## config.mk

```make
export PLATFORM = sky130hd
export DESIGN_NAME = fetch_pc_unit
export DESIGN_NICKNAME = d
export VERILOG_FILES = /design/src/rtl/fetch_pc_unit.sv
export SDC_FILE = /design/constraint.sdc
export NUM_CORES = 1
export LEC_CHECK = 0
export CORE_MARGIN = 8
export CORE_UTILIZATION = 42
export DETAILED_ROUTE_END_ITERATION = 8
export PLACE_DENSITY = 0.75
export SLEW_MARGIN = 40
export SYNTH_ARGS = -nofsm -noshare
export SYNTH_HDL_FRONTEND = slang
export SYNTH_SLANG_ARGS = --single-unit
```

## constraint.sdc

```tcl
create_clock -name clk -period 20 [get_ports clk]
set_input_delay 4 -clock clk [delete_from_list [all_inputs] [get_ports clk]]
set_output_delay 4 -clock clk [all_outputs]
set_load 0.05 [all_outputs]
```

## src/rtl/fetch_pc_unit.sv

```systemverilog
// -----------------------------------------------------------------------------
// fetch_pc_unit
//
// Instruction-fetch stage: owns the fetch PC, issues word requests to the
// instruction memory, and fills the IF/ID pipeline register. It supports
// decode back-pressure (stall), pipeline redirects (flush), and memory
// responses of arbitrary latency.
//
// States:
//   IDLE  - one cycle after reset. No request is made, and any ack is ignored.
//   FETCH - a request at pc is outstanding until imem_ack.
//   HOLD  - a response arrived while decode was stalled. It is parked in the
//           skid register until decode accepts it.
//   DRAIN - a redirect came while a request was still unacked. The old request
//           is kept on the bus until its ack arrives, and that data is dropped.
//
// Ports:
//   clk         sole clock, rising edge
//   rst         asynchronous, active-high reset
//   next_pc     next PC from the upstream next-PC mux (pc_plus4 or a target)
//   stall       decode cannot accept; hold the IF/ID outputs
//   flush       redirect; squash the fetched and in-flight instruction
//   imem_req    instruction-memory request
//   imem_addr   instruction-memory word address
//   imem_ack    memory response valid, one pulse per request
//   imem_rdata  instruction word, valid with imem_ack
//   pc          current fetch PC
//   pc_plus4    pc + 4 modulo 2^32
//   if_valid    IF/ID register holds a valid instruction
//   if_pc       PC of if_instr
//   if_instr    fetched instruction
// -----------------------------------------------------------------------------
module fetch_pc_unit #(
    parameter logic [31:0] RESET_PC = 32'h0000_0000
) (
    input  logic        clk,
    input  logic        rst,
    input  logic [31:0] next_pc,
    input  logic        stall,
    input  logic        flush,
    output logic        imem_req,
    output logic [31:0] imem_addr,
    input  logic        imem_ack,
    input  logic [31:0] imem_rdata,
    output logic [31:0] pc,
    output logic [31:0] pc_plus4,
    output logic        if_valid,
    output logic [31:0] if_pc,
    output logic [31:0] if_instr
);

    typedef enum logic [1:0] {
        IDLE  = 2'd0,
        FETCH = 2'd1,
        HOLD  = 2'd2,
        DRAIN = 2'd3
    } state_t;

    state_t      state, state_nxt;
    logic [31:0] skid_pc, skid_instr;
    logic [31:0] drain_addr;

    logic pc_load;       // pc <= word-aligned next_pc
    logic if_load_mem;   // IF/ID <= memory response
    logic if_load_skid;  // IF/ID <= skid register
    logic if_bubble;     // if_valid <= 0
    logic skid_load;     // park the response in the skid register
    logic drain_load;    // remember the abandoned request address

    assign pc_plus4  = pc + 32'd4;
    assign imem_req  = (state == FETCH) || (state == DRAIN);
    assign imem_addr = (state == DRAIN) ? drain_addr : pc;

    // NOTE: every output of this block gets a default first, so no path leaves
    // a signal unassigned and no latch is inferred.
    always_comb begin
        state_nxt    = state;
        pc_load      = 1'b0;
        if_load_mem  = 1'b0;
        if_load_skid = 1'b0;
        if_bubble    = 1'b0;
        skid_load    = 1'b0;
        drain_load   = 1'b0;
        case (state)
            IDLE: begin
                state_nxt = FETCH;
                pc_load   = flush;
                if_bubble = flush;
            end
            FETCH: begin
                if (flush) begin
                    // A redirect takes priority over stall and ack.
                    if_bubble = 1'b1;
                    pc_load   = 1'b1;
                    if (!imem_ack) begin
                        state_nxt  = DRAIN;
                        drain_load = 1'b1;
                    end
                end else if (imem_ack) begin
                    if (!stall) begin
                        if_load_mem = 1'b1;
                        pc_load     = 1'b1;
                    end else begin
                        skid_load = 1'b1;
                        state_nxt = HOLD;
                    end
                end else if (!stall) begin
                    if_bubble = 1'b1;
                end
            end
            HOLD: begin
                if (flush) begin
                    // The parked response is abandoned and never read again.
                    if_bubble = 1'b1;
                    pc_load   = 1'b1;
                    state_nxt = FETCH;
                end else if (!stall) begin
                    if_load_skid = 1'b1;
                    pc_load      = 1'b1;
                    state_nxt    = FETCH;
                end
            end
            DRAIN: begin
                // The redirect has already been taken. A further flush only
                // retargets pc, and the late response is discarded.
                pc_load = flush;
                if (imem_ack) state_nxt = FETCH;
            end
            default: state_nxt = IDLE;
        endcase
    end

    // NOTE: sequential state uses non-blocking assignments, so every register
    // samples the values from before the edge, whatever the statement order.
    // NOTE: every register, including skid and drain, has a defined reset
    // value. This lets the outputs and internal state come up deterministic.
    always_ff @(posedge clk or posedge rst) begin
        if (rst) begin
            state      <= IDLE;
            pc         <= RESET_PC;
            if_valid   <= 1'b0;
            if_pc      <= 32'd0;
            if_instr   <= 32'd0;
            skid_pc    <= 32'd0;
            skid_instr <= 32'd0;
            drain_addr <= RESET_PC;
        end else begin
            state <= state_nxt;
            if (pc_load) pc <= {next_pc[31:2], 2'b00};
            if (drain_load) drain_addr <= pc;
            if (skid_load) begin
                skid_pc    <= pc;
                skid_instr <= imem_rdata;
            end
            if (if_load_mem) begin
                if_pc    <= pc;
                if_instr <= imem_rdata;
                if_valid <= 1'b1;
            end else if (if_load_skid) begin
                if_pc    <= skid_pc;
                if_instr <= skid_instr;
                if_valid <= 1'b1;
            end else if (if_bubble) begin
                if_valid <= 1'b0;
            end
        end
    end

endmodule
```

==> results.json <==
{
  "outcome": "finished, final reports clean",
  "slew_headroom_pct": 50.7,
  "critPathMaxFanout": 9,
  "cts_setup_buffers": 0,
  "r2r-end": "if_instr[26]",
  "worstSetupEndpoint": "pc_plus4[28]",
  "yosys_most_used_dff": "dfrtp_1",
  "synth_mux_area_share_pct": 26.4,
  "synth.most_common_cell": "dfrtp_1",
  "cts_sinks": 187,
  "drv_cap": 0,
  "synth_fa_ha_area_share_pct": 0.851,
  "synth_warnings": 0,
  "drive_gt1_share_pct": 20.9,
  "rows": 53,
  "rsz0062_at_grt": "false",
  "synth_top_area_share_pct": 53.0,
  "cts_root_buf": "clkbuf_16",
  "p_leak_nw": 4.67,
  "antenna_found_initial": 0,
  "grt_pass1_vias": 6139,
  "syn_inst": 708,
  "startpoint": "pc[3]",
  "ys_ff_latch": 187,
  "drtAntennaViolNets": 0,
  "synth_top_family_by_area": "multiplexers",
  "place_congestion": 0.755,
  "yosysTopAreaCell": "dfrtp_1",
  "cp-start-kind": "flop",
  "finalNonFillerCells": 1185,
  "yosysSeqAreaShare_pct": 53.0,
  "arrival_ns": 3.24,
  "ir_drop_uv": 92.7,
  "dp.cells": 1153,
  "synth_area_um2": 8830,
  "clock_latency_ns": 0.42,
  "grt_pass1_wl_mm": 34.7,
  "die_y_um": 161,
  "num_antenna_cells": 0,
  "timing.rr.start": "state[1]",
  "drt_first_pass_iters": 6,
  "remaining_drc_errors": 0,
  "wirelength_mm": 21.7,
  "setup_tns_ns": 0,
  "synthTopCellsByCount": "187 x dfrtp_1, 135 x mux2_2, 78 x nand2_1",
  "syn_to_final_growth_pct": 32.2,
  "synth_xor_area_share_pct": 2.78,
  "clk_path_buf_depth": 2,
  "tightest_slew_ns": 0.740,
  "synth.distinct_cells": 39,
  "synth-edff-count": 0,
  "worstSetupEndpointType": "output port",
  "num-nets-final": 972,
  "yosys.area_share.simple_pct": 7.53,
  "postCtsHoldBufs": 0,
  "grt_usage_pct": 16.6,
  "period_needed_ns": 7.24,
  "avgSynthCellArea_um2": 12.5,
  "htreeDepth": 4,
  "dieArea_um2": 25900,
  "die_x_um": 161,
  "synth_compound_area_share_pct": 4.00,
  "start_util_pct": 42.4,
  "drt_iter0_drc": 322,
  "synthTopCellsByArea": "dfrtp_1 53%, mux2_2 17%, mux2i_1 7.3%",
  "path_clk_slew_ns": 0.07,
  "wire_per_inst_um": 18.3,
  "maxSlewViolCount": 0,
  "powerDensity_nw_per_um2": 175,
  "cts_inserted_buffers": 17,
  "postSynth.asyncResetShare_pct": 100,
  "grt-ovfl-total": 0,
  "max_freq_mhz": 138,
  "hold_viol_final": 0,
  "hold_class": "reg -> reg",
  "vias_per_cell": 5.08,
  "core-area_um2": 20800,
  "fin_crit_sh_pct": 36.2,
  "clock-skew-final_ns": 0.00948,
  "via_count": 6014,
  "ios": 231,
  "port_buffers": 220,
  "cts_tree": "built",
  "nFillCells": 1805,
  "rrSetupSlack_ns": 17.21,
  "grt_max_degree": 112,
  "r2r_cells": 6,
  "setup-violations-final": 0,
  "cts_resized": 0,
  "dp_hpwl_mm": 14.9,
  "critical_path_class": "reg -> out",
  "worstPathRequired_ns": 16.00
}
worst min path at each step:
stage,endpoint,cells after the start,startpoint,slack [ns]
after global routing,drain_addr[16],1,drain_addr[16],0.51
after CTS,skid_instr[16],1,skid_instr[16],0.50
after global placement,skid_pc[2],2,skid_pc[2],0.46
final,skid_instr[16],1,skid_instr[16],0.50
after floorplan,skid_pc[2],2,skid_pc[2],0.45
after detailed placement,skid_instr[16],1,skid_instr[16],0.48
area by class of cell:
type	instances	area, um^2	share of cell area [%]
Timing Repair Buffer	230	2320	19.9
Sequential cell	187	4680	40.1
Clock inverter	14	124	1.06
Tap cell	275	344	2.95
Clock buffer	18	439	3.76
Multi-Input combinational cell	456	3730	31.9
Inverter	5	31.3	0.268
cells by family (layout without fill, tap and decap cells):
kind of cell	after synthesis	after routing
AOI/OAI and AO/OA	69	69
buffers and inverters	72	267
DFF	187	187
adders and majority gates	6	6
xor gates and xnor gates	28	28
other	1	8
muxes	214	214
and+or+nand+nor	131	131
state kept, by name, indices dropped and copies added, names as in the netlist:
register    cells
skid_pc        30
if_valid        1
state           2
skid_instr     32
if_pc          30
if_instr       32
pc             30
drain_addr     30
through the flow:
step           util (%)  hold slack (ns)  setup slack, ns  area, um^2  total power [mW]
6_report           56.0            0.495            12.76       11700              2.04
5_1_grt            56.0            0.514            12.64       11700              2.14
4_1_cts            56.0            0.500            12.75       11700              2.06
3_5_place_dp       53.3            0.483            13.22       11100              1.73
3_3_place_gp       52.9            0.463            13.25       11000              1.71
2_1_floorplan         -            0.450            10.91        8850              1.38
worst max-delay path, stage by stage, from the launching register on:
cell             delay (ns)
dfrtp_1                0.52
ha_1                   0.28
and4_4                 0.28
nor4b_4                0.51
nand3_1                0.17
xnor2_1                0.18
clkdlybuf4s50_1        0.87
power by group:
part / total, mW / switching [mW] / internal (mW)
registers: 0.660 / 0.115 / 0.545
clock network: 0.325 / 0.157 / 0.168
logic: 1.05 / 0.654 / 0.400
cell usage in the layout (no fill, tap or decap), types with 9 or more instances in the layout:
cell type	Yosys	routed
clkbuf_16	0	17
nand2_1	78	78
mux2_2	135	135
mux2_1	15	15
nor2_1	10	9
nand3_1	12	12
dfrtp_1	187	187
o21ai_0	58	58
clkdlybuf4s50_1	0	220
mux2i_1	64	64
nand4_1	9	9
xnor2_1	22	22
layer usage:
metal | track usage (%) | vias up | share of wire (%)
met5 | 0 | - | 0
met4 | 4.25 | 0 | 1.1
met3 | 5.66 | 15 | 6.8
met2 | 26.4 | 145 | 48
met1 | 21.4 | 3031 | 45
li1 | - | 2823 | -
Note: power is estimated with default switching activity, not from simulation.
